`config.mk`:
```
export PLATFORM = sky130hd
export DESIGN_NAME = param_demux_router
export DESIGN_NICKNAME = d
export VERILOG_FILES = /design/src/rtl/param_demux_router.sv
export SDC_FILE = /design/constraint.sdc
export NUM_CORES = 1
export LEC_CHECK = 0
export ABC_CLOCK_PERIOD_IN_PS = 4050
export CORE_MARGIN = 2
export CORE_UTILIZATION = 40
export DETAILED_ROUTE_END_ITERATION = 10
export GPL_ROUTABILITY_DRIVEN = 0
export SYNTH_ARGS = -nofsm -noshare
export SYNTH_HDL_FRONTEND = slang
export SYNTH_SLANG_ARGS = --single-unit
```
`constraint.sdc`:
```
create_clock -name clk -period 4.05 [get_ports clk]
set_input_delay 0.81 -clock clk [delete_from_list [all_inputs] [get_ports clk]]
set_output_delay 0.81 -clock clk [all_outputs]
set_load 0.02 [all_outputs]
```
`src/rtl/param_demux_router.sv`:
```
// Parametrised 1:CHANNELS stream router. Each output channel owns a DEPTH-entry
// FIFO, so a stalled consumer only blocks beats that are headed for its own
// channel. In broadcast mode a beat is pushed into every FIFO in one cycle, or
// into none of them.
module param_demux_router #(
   parameter  int WIDTH    = 8,
   parameter  int CHANNELS = 4,
   parameter  int DEPTH    = 2,
   localparam int SEL_W    = $clog2(CHANNELS)
) (
   input  logic                      clk,
   input  logic                      reset,
   input  logic                      in_valid,
   output logic                      in_ready,
   input  logic [WIDTH-1:0]          in_data,
   input  logic [SEL_W-1:0]          in_sel,
   input  logic                      in_bcast,
   output logic [CHANNELS-1:0]       out_valid,
   input  logic [CHANNELS-1:0]       out_ready,
   output logic [CHANNELS*WIDTH-1:0] out_data,
   output logic [7:0]                err_count
);
   localparam int AW = $clog2(DEPTH);
   localparam int PW = AW + 1;
   localparam logic [SEL_W:0] CH_LIM = CHANNELS[SEL_W:0];

   logic [CHANNELS-1:0] full;
   logic [CHANNELS-1:0] empty;
   logic [CHANNELS-1:0] push;
   logic [CHANNELS-1:0] pop;
   logic                sel_ok;
   logic                sel_full;
   logic                accept;
   logic                drop;
   logic [7:0]          err_count_q;
   logic [7:0]          err_count_d;

   // Input readiness depends on FIFO full flags only, never on out_ready.
   // An out-of-range select is always accepted so it can be discarded.
   always_comb begin
      sel_ok   = ({1'b0, in_sel} < CH_LIM);
      sel_full = 1'b0;
      for (int k = 0; k < CHANNELS; k++) begin
         if (in_sel == SEL_W'(k)) sel_full = full[k];
      end
      if (in_bcast)     in_ready = ~(|full);
      else if (!sel_ok) in_ready = 1'b1;
      else              in_ready = ~sel_full;
      accept = in_valid & in_ready;
      drop   = accept & ~in_bcast & ~sel_ok;
   end

   // Saturating count of discarded out-of-range beats.
   always_comb begin
      err_count_d = err_count_q;
      if (drop && (err_count_q != 8'hFF)) err_count_d = err_count_q + 8'd1;
   end

   // Error counter register.
   always_ff @(posedge clk) begin
      if (reset) err_count_q <= '0;
      else       err_count_q <= err_count_d;
   end

   assign err_count = err_count_q;

   for (genvar k = 0; k < CHANNELS; k++) begin : g_ch
      logic [PW-1:0]    wr_ptr_q;
      logic [PW-1:0]    wr_ptr_d;
      logic [PW-1:0]    rd_ptr_q;
      logic [PW-1:0]    rd_ptr_d;
      logic [WIDTH-1:0] mem_q [DEPTH];
      logic [WIDTH-1:0] mem_d [DEPTH];

      // Pointers carry one extra wrap bit to tell full from empty.
      assign empty[k] = (wr_ptr_q == rd_ptr_q);
      assign full[k]  = (wr_ptr_q[PW-1] != rd_ptr_q[PW-1]) &&
                        (wr_ptr_q[AW-1:0] == rd_ptr_q[AW-1:0]);

      // in_ready already guarantees this FIFO is not full when it is pushed.
      assign push[k] = accept & (in_bcast | (sel_ok & (in_sel == SEL_W'(k))));
      assign pop[k]  = ~empty[k] & out_ready[k];

      assign out_valid[k]              = ~empty[k];
      assign out_data[k*WIDTH +: WIDTH] = empty[k] ? '0 : mem_q[rd_ptr_q[AW-1:0]];

      // Next FIFO state: write at the tail on push, advance the head on pop.
      always_comb begin
         wr_ptr_d = wr_ptr_q;
         rd_ptr_d = rd_ptr_q;
         mem_d    = mem_q;
         if (push[k]) begin
            mem_d[wr_ptr_q[AW-1:0]] = in_data;
            wr_ptr_d                = wr_ptr_q + PW'(1);
         end
         if (pop[k]) rd_ptr_d = rd_ptr_q + PW'(1);
      end

      // FIFO registers; reset discards everything buffered.
      always_ff @(posedge clk) begin
         if (reset) begin
            wr_ptr_q <= '0;
            rd_ptr_q <= '0;
            for (int i = 0; i < DEPTH; i++) mem_q[i] <= '0;
         end else begin
            wr_ptr_q <= wr_ptr_d;
            rd_ptr_q <= rd_ptr_d;
            mem_q    <= mem_d;
         end
      end
   end

endmodule

```
After elaboration in Yosys (flattened, before gate mapping)
Cells that the tools add are included.

word-level totals
  bits of input ports = 18
  logic and storage cells = 121
  output and inout port bits = 45
  latch bits = 0
  bits in writable memories = 0
  bits in registers = 80
  memory bits (read-only) = 0
  memories kept = 0

cells by class
  bitwise operators = 27
  add/sub/neg operators = 8
  order comparisons = 12
  $mul = 0
  div/mod/pow operators = 0
  equal/unequal tests = 15
  reductions and logical operators = 10
  shift-type cells = 0
  multiplexer cells = 33

operator list
  operator                                                  count
  two-way mux 8 bit                                         20
  bitwise mux 16 bit                                        4
  demux 8 bit (select 1 bit)                                4
  adder 2 x 1 -> 2 bit, second input constant               8
  greater-or-equal comparator 2 bit, second input constant  8
  NOT 1 -> 2 bit                                            8
  bitwise AND 1 bit                                         9
  == test 2 bit                                             4
  logical AND 1 bit                                         8
  < comparator 2 x 1 -> 1 bit, second input constant        4
  NOT 1 bit                                                 6
  two-way mux 1 bit                                         5
  == test 1 bit                                             4
  == test 2 bit, second input constant                      2
  != test 1 bit                                             4
  bitwise OR 1 bit                                          4
  OR reduction 4 bit                                        1
  == test 2 x 1 -> 1 bit, second input constant             1
  logical NOT 2 bit                                         1

Longest topological paths before layout
  word-level depth = 10
  mapped depth = 8
  mapped depth without buffers = 7

Worst setup path after synthesis
No wires, ideal clock.

  kind = input -> output
  start = input port in_bcast
  end = output port in_ready
  required time = 3.240 ns
  data arrival time = 1.697 ns
  setup slack = 1.543 ns
  buffers on the path = 2
  stages on the path = 5
  cell sequence = buf_2 a21oi_1 o32a_1 buf_4 and3_1

between the ends
  word-level cells in the longest chain between the ends = 1

ends and longest elaborated chain
  what               RTL line  text
  start, declared    17        input logic in_bcast,
  two-way mux 1 bit  46        if (in_bcast) in_ready = ~(|full);
  end, declared      14        output logic in_ready,

No other way between the ends.

Worst setup path after layout
Ends and elaborated chain as after synthesis.

==> key figures <==
Run
  – Maximum capacitance violations: 0

Power
  – Worst VDD drop: roughly 0.22 mV
  – Gate power share: between 30% and 40%
  – Power per Cell Area: slightly below 500 mW/mm^2
  – Sequential share of power: around two fifths
  – Cell leakage power: between 1.5 and 2 nW
  – Clk pwr share: 28.7%
  – Sw Share: between 30% and 40%
  – Sw power: ~720 uW
  – Internal cell power: 1.49 mW

Route
  – DR pass1 iterations: 5
  – DR WL/cell: ~15 um
  – DR vias/cell: between 5 and 6
  – Initial DRC Count: roughly 110
  – DR DRC count: 0
  – Via count: between 2000 and 3000
  – Final WL: about 8.5 mm
  – Post-route ant nets: 0

Clock tree
  – Clock tree buffer depth: 2
  – CTS root buffer: clkbuf_8
  – TritonCTS clock tree: done
  – TritonCTS Buffers: 9
  – Worst skew pair latency: 340 ps
  – Worst-path clk slew: approximately 80 ps
  – Num Clock Sinks: 80
  – Hold-fix buffers at CTS: 0
  – H-tree depth: 3
  – Resize count post-CTS: 0
  – Postcts setup bufs: 0

Worst hold path
  – Worst hold start: g_ch[1].mem_q[10]$_SDFFE_PP0P_
  – Worst hold path type: reg -> reg

Cells and area
  – # fillers: roughly 900
  – Ant. Diodes: 0
  – Share of cells above drive strength 1: 6.15%
  – Post-layout net count: roughly 470
  – Most frequent cells in the layout: dfxtp_1, mux2i_1, clkdlybuf4s50_1
  – Most common cell after layout, fill and taps aside: dfxtp_1
  – Synth-to-Final Area Change: 20.8%

Floorplan
  – Die area: 0.0101 mm^2
  – I/O pin cnt: 63
  – Initial Util: 40.9%
  – Die H: 101 um
  – Core Region: 0.00915 mm^2
  – FP Rows: 35
  – Die X: between 100 and 150 um

Yosys
  – Mapped Area: approximately 0.0037 mm^2
  – Cell variety after synth: 32
  – Synth Register Bits: 80
  – Syn Inst Count: 407
  – Syn Area/Cell: 9.19 um^2
  – Yosys synthesis warning count: 0
  – Sequential area share after synthesis: about 43%

STA
  – Max Freq: approximately 280 MHz
  – RSZ-0062 raised after global routing: no
  – Hold Violations, Final: 0
  – Slew @ Worst Pin: between 700 and 800 ps
  – Setup tns final: 0 ps
  – Hold WS: ~480 ps
  – Minimum clock period after layout: about 3600 ps
  – Fin. max-slew vios: 0
  – Setup Viol. Count Final: 0
  – Period utilisation layout: between 80% and 90%
  – Setup Skew: roughly 13 ps
  – Worst slew margin relative to its limit: between 40 and 50%

Global routing
  – Grt ovf: 0
  – Antenna violations before repair: 0
  – Largest net degree at the start of global routing: 57
  – GRT Overall Usage: between 10% and 20%
  – First-pass GRT wire length: about 14 mm
  – Vias in the first global route: approximately 2700

Setup path
  – CP startpoint kind: primary input
  – CP Max Fanout: 9
  – Worst flop-to-flop path startpoint: g_ch[3].rd_ptr_q[0]$_SDFFE_PP0P_
  – Setup Crit Path Kind: in -> out
  – CP startpoint: in_bcast
  – Worst path required time: between 3000 and 4000 ps
  – Worst Path Arrival: between 2000 and 3000 ps
  – Crit. End Element: primary output

Run status
  – Status: finished, final reports clean

Placement
  – Detailed Place HPWL: roughly 5.6 mm
  – Port-buffer cells: 54
per-layer routing:
metal	vias up	GRT usage, %	share of wire, %
met5	-	0	0
met4	0	6.01	1.3
met3	8	2.91	3.9
met2	58	27.0	45
met1	1337	25.0	49
li1	1443	-	-
flip-flops by register name, indices dropped and copies added, names as in the netlist:
| name | count |
|---|---|
| g_ch.wr_ptr_q | 8 |
| g_ch.rd_ptr_q | 8 |
| g_ch.mem_q | 64 |
power groups by stage:
| stage | logic [mW] | registers (mW) | clock network, mW |
|---|---|---|---|
| finish | 0.665 | 0.912 | 0.635 |
| global route | 0.729 | 0.921 | 0.682 |
| CTS | 0.674 | 0.912 | 0.649 |
| detailed placement | 0.671 | 0.930 | 0 |
| global placement | 0.670 | 0.928 | 0 |
| floorplan | 0.472 | 0.907 | 0 |
worst max-delay path: stages:
cell and delay (ps):
clkdlybuf4s50_1 560, a21oi_1 280, o32a_1 310, and3_1 190, clkdlybuf4s50_1 600
per-stage QoR:
stage / setup slack (ps) / cells / util, % / power (mW) / area (um^2)
2_1_floorplan: 1540 / 414 / - / 1.38 / 3770
5_1_grt: 378 / 566 / 49.4 / 2.33 / 4520
4_1_cts: 499 / 566 / 49.4 / 2.24 / 4520
6_report: 485 / 566 / 49.4 / 2.21 / 4520
3_3_place_gp: 525 / 550 / 47.1 / 1.60 / 4310
3_5_place_dp: 508 / 550 / 47.1 / 1.60 / 4310
worst paths after layout:
check	end	slack [ps]	depth (start not counted)
setup / recovery	in_ready	480	5
hold reg to reg	g_ch[1].mem_q[10]$_SDFFE_PP0P_	480	2
hold / removal	g_ch[1].mem_q[10]$_SDFFE_PP0P_	480	2
setup reg to reg	g_ch[0].mem_q[10]$_SDFFE_PP0P_	1490	5
cell families after synthesis:
kind of cell	share of synthesized area, %
compound gates	7.26
flops	42.8
other cells	0.100
xor+xnor	4.68
simple gates	22.6
mux	17.1
buf+inv	5.42
Yosys cell counts:
library cell  instances  area share, %
xor2_1               16            3.7
inv_1                 2           0.20
o21ai_1              33            4.4
nand3_1               8            1.1
clkbuf_1             14            1.4
nand4_1               1           0.17
nand2_1              11            1.1
xnor2_1               4           0.94
a21oi_2               1           0.23
a21oi_1               5           0.67
o22ai_1               1           0.17
nor4_1                1           0.17
and3_1                1           0.17
a21oi_4               1           0.43
buf_4                11            2.2
nand3b_1             32            6.4
nor2b_1               5           0.84
or2_1                 1           0.17
buf_2                 6           0.80
conb_1                1           0.10
mux2i_1              64             17
a211oi_1              4           0.80
nand2b_1             40            6.7
inv_2                 4           0.40
nor2_1               48            4.8
and2_1                1           0.17
or3_1                 3           0.50
buf_1                 4           0.40
o32a_1                1           0.27
o21ai_0               2           0.27
nand4_2               1           0.33
dfxtp_1              80             43
layout make-up:
class	count	area (um^2)	area share, %
tap	111	139	3.07
clock inverter	5	81.3	1.80
sequential	80	1600	35.4
clock buffer	11	131	2.91
timing repair buffer	60	581	12.8
inverter	6	22.5	0.498
multi-input combinational	293	1960	43.4
Note: power is estimated with default switching activity, not from simulation.
